$ cat src/rtl/id_ex_skid_reg_if.sv
// Decode/execute stage handshake bundle: valid/ready plus the ID->EX payload fields.
// The producer side uses the master modport, the consumer side uses slave.
interface id_ex_skid_reg_if #(
  parameter int ADDRESS_BITS = 20,
  parameter int DATA_WIDTH   = 32,
  parameter int CTRL_BITS    = 32
);
  logic                    valid;
  logic                    ready;
  logic [CTRL_BITS-1:0]    ctrl;
  logic [4:0]              rs1;
  logic [4:0]              rs2;
  logic [DATA_WIDTH-1:0]   rs1_data;
  logic [DATA_WIDTH-1:0]   rs2_data;
  logic [ADDRESS_BITS-1:0] inst_PC;
  logic [ADDRESS_BITS-1:0] target;
  logic [DATA_WIDTH-1:0]   extend_imm;

  modport master (
    output valid, ctrl, rs1, rs2, rs1_data, rs2_data, inst_PC, target, extend_imm,
    input  ready
  );

  modport slave (
    input  valid, ctrl, rs1, rs2, rs1_data, rs2_data, inst_PC, target, extend_imm,
    output ready
  );
endinterface

$ cat src/rtl/id_ex_skid_reg.sv
// Two-entry ID/EX pipeline register with skid buffer; id.ready depends only on registered state.
// Optional macro ID_EX_WB_BYPASS_EN: write-back snoop refreshes held rs1/rs2 data.
module id_ex_skid_reg #(
  parameter int CORE         = 0,
  parameter int ADDRESS_BITS = 20,
  parameter int DATA_WIDTH   = 32,
  parameter int CTRL_BITS    = 32
) (
  input  logic                  clock,
  input  logic                  reset,
  id_ex_skid_reg_if.slave       id,
  id_ex_skid_reg_if.master      ex,
  input  logic                  flush,
  input  logic                  wb_write,
  input  logic [4:0]            wb_write_reg,
  input  logic [DATA_WIDTH-1:0] wb_write_data,
  output logic [1:0]            occupancy
);

  typedef enum logic [1:0] {
    EMPTY = 2'd0,
    ONE   = 2'd1,
    TWO   = 2'd2
  } state_t;

  typedef struct packed {
    logic [CTRL_BITS-1:0]    ctrl;
    logic [4:0]              rs1;
    logic [4:0]              rs2;
    logic [DATA_WIDTH-1:0]   rs1_data;
    logic [DATA_WIDTH-1:0]   rs2_data;
    logic [ADDRESS_BITS-1:0] inst_pc;
    logic [ADDRESS_BITS-1:0] target;
    logic [DATA_WIDTH-1:0]   extend_imm;
  } entry_t;

  state_t state_q, state_d;
  entry_t main_q, main_d;
  entry_t skid_q, skid_d;
  entry_t in_entry;
  logic   accept;
  logic   retire;

`ifdef ID_EX_WB_BYPASS_EN
  // Register x0 is hardwired zero, so a write to it never refreshes operands.
  function automatic entry_t wb_fwd(entry_t e, logic we, logic [4:0] wreg,
                                    logic [DATA_WIDTH-1:0] wdata);
    entry_t r;
    r = e;
    if (we && (wreg != 5'd0)) begin
      if (e.rs1 == wreg) r.rs1_data = wdata;
      if (e.rs2 == wreg) r.rs2_data = wdata;
    end
    return r;
  endfunction
`endif

  assign in_entry = '{
    ctrl:       id.ctrl,
    rs1:        id.rs1,
    rs2:        id.rs2,
    rs1_data:   id.rs1_data,
    rs2_data:   id.rs2_data,
    inst_pc:    id.inst_PC,
    target:     id.target,
    extend_imm: id.extend_imm
  };

  assign id.ready  = (state_q != TWO);
  assign ex.valid  = (state_q != EMPTY);
  assign occupancy = state_q;
  assign accept    = id.valid & id.ready;
  assign retire    = ex.valid & ex.ready;

  always_comb begin
    // NOTE: every comb output gets a default first so no path leaves it unassigned (no latch).
    state_d = state_q;
    main_d  = main_q;
    skid_d  = skid_q;
    unique case (state_q)
      EMPTY: begin
        if (accept) begin
          main_d  = in_entry;
          state_d = ONE;
        end
      end
      ONE: begin
        if (accept && retire) begin
          main_d = in_entry;
        end else if (accept) begin
          skid_d  = in_entry;
          state_d = TWO;
        end else if (retire) begin
          state_d = EMPTY;
        end
      end
      TWO: begin
        if (retire) begin
          main_d  = skid_q;
          state_d = ONE;
        end
      end
      default: state_d = EMPTY;
    endcase
`ifdef ID_EX_WB_BYPASS_EN
    // Applied after the move/capture selection so held, moved and incoming entries all see it.
    main_d = wb_fwd(main_d, wb_write, wb_write_reg, wb_write_data);
    skid_d = wb_fwd(skid_d, wb_write, wb_write_reg, wb_write_data);
`endif
    if (flush) state_d = EMPTY;
  end

  // NOTE: payload registers are reset too so ex_* read as zero while reset is held.
  always_ff @(posedge clock or negedge reset) begin
    if (!reset) begin
      state_q <= EMPTY;
      main_q  <= '0;
      skid_q  <= '0;
    end else begin
      state_q <= state_d;
      main_q  <= main_d;
      skid_q  <= skid_d;
    end
  end

  assign ex.ctrl       = main_q.ctrl;
  assign ex.rs1        = main_q.rs1;
  assign ex.rs2        = main_q.rs2;
  assign ex.rs1_data   = main_q.rs1_data;
  assign ex.rs2_data   = main_q.rs2_data;
  assign ex.inst_PC    = main_q.inst_pc;
  assign ex.target     = main_q.target;
  assign ex.extend_imm = main_q.extend_imm;

  // Sink for inputs/parameters that carry no function in some builds.
  logic unused_sink;
  assign unused_sink = &{1'b0, CORE[0], wb_write, wb_write_reg, wb_write_data};

endmodule

$ cat src/flat_wrapper.sv
// flat-port wrapper written by rule: the top's interface ports become plain ports
module id_ex_skid_reg_flat 
#(
  parameter int CORE         = 0,
  parameter int ADDRESS_BITS = 20,
  parameter int DATA_WIDTH   = 32,
  parameter int CTRL_BITS    = 32
)
  (clock, reset, flush, wb_write, wb_write_reg, wb_write_data, occupancy, id_valid, id_ctrl, id_rs1, id_rs2, id_rs1_data, id_rs2_data, id_inst_PC, id_target, id_extend_imm, id_ready, ex_valid, ex_ctrl, ex_rs1, ex_rs2, ex_rs1_data, ex_rs2_data, ex_inst_PC, ex_target, ex_extend_imm, ex_ready);
  id_ex_skid_reg_if #(.ADDRESS_BITS(ADDRESS_BITS), .DATA_WIDTH(DATA_WIDTH), .CTRL_BITS(CTRL_BITS)) id_i ();
  id_ex_skid_reg_if #(.ADDRESS_BITS(ADDRESS_BITS), .DATA_WIDTH(DATA_WIDTH), .CTRL_BITS(CTRL_BITS)) ex_i ();
  input  logic clock;
  input  logic reset;
  input  logic flush;
  input  logic wb_write;
  input  logic [4:0] wb_write_reg;
  input  logic [DATA_WIDTH-1:0] wb_write_data;
  output logic [1:0] occupancy;
  input wire logic [$bits(id_i.valid)-1:0] id_valid;
  input wire logic [$bits(id_i.ctrl)-1:0] id_ctrl;
  input wire logic [$bits(id_i.rs1)-1:0] id_rs1;
  input wire logic [$bits(id_i.rs2)-1:0] id_rs2;
  input wire logic [$bits(id_i.rs1_data)-1:0] id_rs1_data;
  input wire logic [$bits(id_i.rs2_data)-1:0] id_rs2_data;
  input wire logic [$bits(id_i.inst_PC)-1:0] id_inst_PC;
  input wire logic [$bits(id_i.target)-1:0] id_target;
  input wire logic [$bits(id_i.extend_imm)-1:0] id_extend_imm;
  output wire logic [$bits(id_i.ready)-1:0] id_ready;
  output wire logic [$bits(ex_i.valid)-1:0] ex_valid;
  output wire logic [$bits(ex_i.ctrl)-1:0] ex_ctrl;
  output wire logic [$bits(ex_i.rs1)-1:0] ex_rs1;
  output wire logic [$bits(ex_i.rs2)-1:0] ex_rs2;
  output wire logic [$bits(ex_i.rs1_data)-1:0] ex_rs1_data;
  output wire logic [$bits(ex_i.rs2_data)-1:0] ex_rs2_data;
  output wire logic [$bits(ex_i.inst_PC)-1:0] ex_inst_PC;
  output wire logic [$bits(ex_i.target)-1:0] ex_target;
  output wire logic [$bits(ex_i.extend_imm)-1:0] ex_extend_imm;
  input wire logic [$bits(ex_i.ready)-1:0] ex_ready;
  assign id_i.valid = id_valid;
  assign id_i.ctrl = id_ctrl;
  assign id_i.rs1 = id_rs1;
  assign id_i.rs2 = id_rs2;
  assign id_i.rs1_data = id_rs1_data;
  assign id_i.rs2_data = id_rs2_data;
  assign id_i.inst_PC = id_inst_PC;
  assign id_i.target = id_target;
  assign id_i.extend_imm = id_extend_imm;
  assign id_ready = id_i.ready;
  assign ex_valid = ex_i.valid;
  assign ex_ctrl = ex_i.ctrl;
  assign ex_rs1 = ex_i.rs1;
  assign ex_rs2 = ex_i.rs2;
  assign ex_rs1_data = ex_i.rs1_data;
  assign ex_rs2_data = ex_i.rs2_data;
  assign ex_inst_PC = ex_i.inst_PC;
  assign ex_target = ex_i.target;
  assign ex_extend_imm = ex_i.extend_imm;
  assign ex_i.ready = ex_ready;
  id_ex_skid_reg #(.CORE(CORE), .ADDRESS_BITS(ADDRESS_BITS), .DATA_WIDTH(DATA_WIDTH), .CTRL_BITS(CTRL_BITS)) u_core (.clock(clock), .reset(reset), .id(id_i), .ex(ex_i), .flush(flush), .wb_write(wb_write), .wb_write_reg(wb_write_reg), .wb_write_data(wb_write_data), .occupancy(occupancy));
endmodule
$ cat config.mk
export PLATFORM = sky130hd
export DESIGN_NAME = id_ex_skid_reg_flat
export DESIGN_NICKNAME = d
export VERILOG_FILES = /design/src/rtl/id_ex_skid_reg_if.sv /design/src/rtl/id_ex_skid_reg.sv /design/src/flat_wrapper.sv
export SDC_FILE = /design/constraint.sdc
export NUM_CORES = 1
export LEC_CHECK = 0
export CAP_MARGIN = 0
export CORE_UTILIZATION = 50
export DETAILED_ROUTE_END_ITERATION = 16
export HOLD_SLACK_MARGIN = 0.02
export PLACE_DENSITY = 0.9
export REMOVE_ABC_BUFFERS = 1
export SLEW_MARGIN = 30
export SYNTH_ARGS = -nofsm -noshare
export SYNTH_HDL_FRONTEND = slang
export SYNTH_SLANG_ARGS = --single-unit
export TNS_END_PERCENT = 50
$ cat constraint.sdc
create_clock -name clock -period 2.25 [get_ports clock]
set_input_delay 0.675 -clock clock [delete_from_list [all_inputs] [get_ports clock]]
set_output_delay 0.675 -clock clock [all_outputs]
set_load 0.01 [all_outputs]
Word-level counts from Yosys, hierarchy flattened. Index checks and enable logic that the tools add are counted.

Reduce and logical (&&, ||, !) cells: 7. Equality and inequality tests: 10. Bitwise logic cells: 3. Mux-type cells: 11.

Operator list (count): 178-bit 2-to-1 mux (3); 178-bit case mux with 3 select lines (1); 2-bit 2-to-1 mux (6); 4-bit AND reduction (2); 2-bit by 1-bit != test with 1-bit output, second input constant (3); 3-bit by 2-bit != test with 1-bit output, second input constant (2); 2-bit case mux with 3 select lines (1); 4-bit by 2-bit != test with 1-bit output, second input constant (1); 3-bit != test, second input constant (1); 3-bit AND reduction (1); 3-bit nonzero test (1); 1-bit AND (2); 2-bit by 1-bit equality test with 1-bit output, second input constant (1); 2-bit equality test, second input constant (1); 2-bit zero test (1); 2-bit != test, second input constant (1); 2-bit nonzero test (1); 1-bit logical AND (1); 1-bit inverter (1).

Output and inout port bits: 182. Input bits: 221. Register bits: 358. Logic and storage cells: 48.

Longest topological paths before layout.
Depth after elaboration: 7. Mapped depth: 6. Mapped depth without buffers: 3.

Worst setup path before layout. OpenSTA, ideal clock, no wires.

Kind: input to register. Start: input port id_valid. End: register u_core.skid_q[0] in the netlist's numbering. Data arrival time: 1.791 ns. Setup time: 0.125 ns. Stages: 6. Path buffers: 3. Slack: 0.334 ns. Data required time: 2.125 ns. Path through: nor2b_1 nor2b_1 buf_2 buf_4 buf_4 mux2_2.

Cells in the longest elaborated chain, start to end: 4.

Ends and longest elaborated chain: start: declaration (RTL line flat_wrapper.sv:19) `input wire logic [$bits(id_i.valid)-1:0] id_valid;`; 1-bit AND * (RTL line id_ex_skid_reg.sv:72) `assign accept = id.valid & id.ready;`; 1-bit logical AND (RTL line id_ex_skid_reg.sv:88) `if (accept && retire) begin`; 1-bit inverter (no source line); 3-bit AND reduction (no source line) *; end signal: assignment (RTL line id_ex_skid_reg.sv:122) `skid_q <= skid_d;`; end: declaration (RTL line id_ex_skid_reg.sv:39) `entry_t skid_q, skid_d;`.

Every way passes the cells marked *; elsewhere a longest branch is shown, timed or not. A chain may end at the register's enable or synchronous reset.

Worst setup path after layout.
Start: register u_core.state_q[0] (netlist: u_core.occupancy[0]). End: output port occupancy[0].

RTL lines: start: declaration (RTL line id_ex_skid_reg.sv:37) `state_t state_q, state_d;`; start signal: assignment (RTL line id_ex_skid_reg.sv:120) `state_q <= state_d;`; end: declaration (RTL line flat_wrapper.sv:18) `output logic [1:0] occupancy;`.

No word-level cell between the ends.

==> qor.csv <==
stage,metric,value,unit
sta,slew_violations,0,
placed_design,placed_cells,1734,
synth,netlist_instances,965,
clock_tree,insertion_delay,0.51,ns
synth,ys.flop_type,dfrtp_1,
power_and_ir_drop,p_leak,9.32,nW
routing,drc_errors,0,
synth,synth.ff_latch_count,358,
sta,grt_setup_unrepaired,no,
clock_tree,cts_max_path_buffers,3,
clock_tree,cts_buffers,39,
routing,vias,9630,
global_route,grt_use_met2,40.4,%
cells_and_area,syn_to_final_growth,36.5,%
sta,setup_viol,0,
outcome,status,"finished, final reports clean",
cells_and_area,nets,1597,
clock_tree,clk_pin_slew,0.06,ns
power_and_ir_drop,powerDensity,866,nW/um^2
critical_path,path_cells,clkdlybuf4s50_1,
floorplanning,design.die.area,32700,um^2
floorplanning,io_pins,403,
routing,drt_wl_total,37800,um
routing,routedWlPerCell,20.9,um
sta,final.setup.tns,0,ns
global_route,antenna_found_initial,3,
floorplanning,die_h,181,um
sta,min_period_over_period,96.5,%
clock_tree,cts.sinks,358,
global_route,grt_util_met1,28.1,%
critical_path,cp.required,1.57,ns
synth,synthArstFlopShare,100,%
global_route,met3_usage,5.95,%
cells_and_area,final_layout_size_suffix_gt1_share,44.2,%
routing,viasPerCell,5.34,
clock_tree,root_buffer,clkbuf_16,
routing,drtAntennaViolNets,0,
critical_path,path_buf_inv,1,
sta,fin_crit,2.17,ns
clock_tree,h-tree-depth,2,
critical_path,crit_family,buffers and inverters,
critical_path,endpoint_kind,primary output,
routing,drt-initial-drc-count,376,
synth,synth_seq_area_share,56.0,%
synth,synth_cell_types,18,
synth,syn_area,16000,um^2
floorplanning,rows,65,
synth,yosysWarnings,0,
sta,clock-skew-final,0.0152,ns
critical_path,critPathMaxStageDelay,0.56,ns
global_route,grt_pass1_vias,11100,
global_route,grt-ovfl-total,0,
critical_path,slowest_stage,clkdlybuf4s50_1,
sta,relSlewSlack,65.6,%
cells_and_area,fillerInstances,2039,
cells_and_area,final-instance-count-excl-fill,1805,
critical_path,path_class,reg2out,
critical_path,path_max_fanout,5,
placed_design,portBuffers,364,
cells_and_area,final_cell_mix,"mux2_2 (367), clkdlybuf4s50_1 (361), dfrtp_1 (356), mux2_4 (120), mux2_1 (47)",
floorplanning,fp.coreArea,31600,um^2
sta,hold_violations,0,
power_and_ir_drop,vdd_drop_max,0.721,mV
sta,fmax,0.460,GHz
critical_path,worstPathArrival,1.50,ns
synth,syn_avg_cell_area,16.6,um^2
critical_path,start_kind,flop,
routing,dr.pass1.iters,4,
run,max_cap_violations,0,
placed_design,gp_congestion,0.765,
floorplanning,start_util,50.7,%
clock_tree,cts_tree,built,
cells_and_area,final_common_cell,mux2_2,
clock_tree,hold_buffers,0,
floorplanning,die_w,181,um
sta,tightestPinTransition,0.517,ns
global_route,groute.usage.overall,23.5,%
synth,synth_edf_count,0,
global_route,grt_pass1_wl,61100,um
placed_design,place.detailed.hpwl,26700,um
hold_path,hp-class,in2async,
global_route,busiest_layer,met2,
global_route,grt_max_degree,71,
## final cells by class
type,count,area [um^2],area share (%)
inverters,1,3.75,0.0172
multi-input cells,546,6560,30.0
flip-flops and latches,358,8960,41.0
diodes,3,7.51,0.0343
clock buffers,55,1160,5.30
well taps,402,503,2.30
clock inverters,10,131,0.601
repair buffers,430,4530,20.7
## where the power goes
part | switching (W) | internal [W]
clock | 0.00248 | 0.00391
sequential | 0.000744 | 0.00779
combinational | 0.00138 | 0.00263
total | 0.00461 | 0.0143
## final timing paths
kind,from,to,slack [ns],cells past startpoint
min in group clock,u_core.skid_q[23],u_core.skid_q[23],0.48,1
hold / removal,reset,u_core.skid_q[6],0.07,1
hold reg to reg,u_core.skid_q[23],u_core.skid_q[23],0.48,1
max in group asynchronous,reset,u_core.ex.extend_imm[2],1.36,2
setup / recovery,u_core.occupancy[0],occupancy[0],0.08,1
setup reg to reg,u_core.occupancy[0],u_core.ex.extend_imm[29],0.25,6
## metrics by stage
stage / power, W / util [%] / area (um^2) / hold slack, ns / worst slack [ns]
6_report: 0.0189 / 69.3 / 21900 / 0.0672 / 0.0778
2_1_floorplan: 0.0106 / - / 15500 / 0.379 / -7.64
3_5_place_dp: 0.0126 / 65.1 / 20500 / 0.472 / -0.260
4_1_cts: 0.0191 / 69.2 / 21800 / 0.0862 / 0.0122
3_3_place_gp: 0.0123 / 65.1 / 20500 / 0.461 / -0.233
5_1_grt: 0.0198 / 69.3 / 21900 / 0.0808 / 0.00517
## layer usage
layer  vias to the layer above  wire, um
met5                         -         0
li1                       4282         -
met4                         0      1510
met1                      4947     14900
met3                        90      2380
met2                       311     18900
## synthesized netlist by cell type (3+ instances only)
cell type / n / area (um^2)
nor2b_1: 3 / 18.8
buf_6: 28 / 315
mux2_4: 120 / 1800
mux2_2: 367 / 4130
buf_2: 20 / 100
mux2_1: 47 / 529
buf_4: 12 / 90.1
dfrtp_1: 358 / 8960
## repair_timing
action	in CTS	in global routing
buffers inserted	1	2
gates resized for setup	4	1
endpoints found under the setup margin	3	1
## sequential cells by signal, indices dropped and copies added, names as in the netlist
register	flops
u_core.ex.ctrl	32
u_core.ex.extend_imm	32
u_core.ex.inst_PC	20
u_core.ex.rs1	5
u_core.ex.rs1_data	32
u_core.ex.rs2	5
u_core.ex.rs2_data	32
u_core.ex.target	20
u_core.occupancy	2
u_core.skid_q	178
## logic make-up (layout without fill, tap and decap cells)
logic type	count (synthesis)	after routing	share of synthesized area (%)
flip-flops	358	358	56.0
multiplexers	534	534	40.4
other	0	3	0
buffers and inverters	61	496	3.18
AND/OR/NAND/NOR	9	9	0.336
AO/OA/AOI/OAI	3	3	0.133
Note: power is estimated with default switching activity, not from simulation.
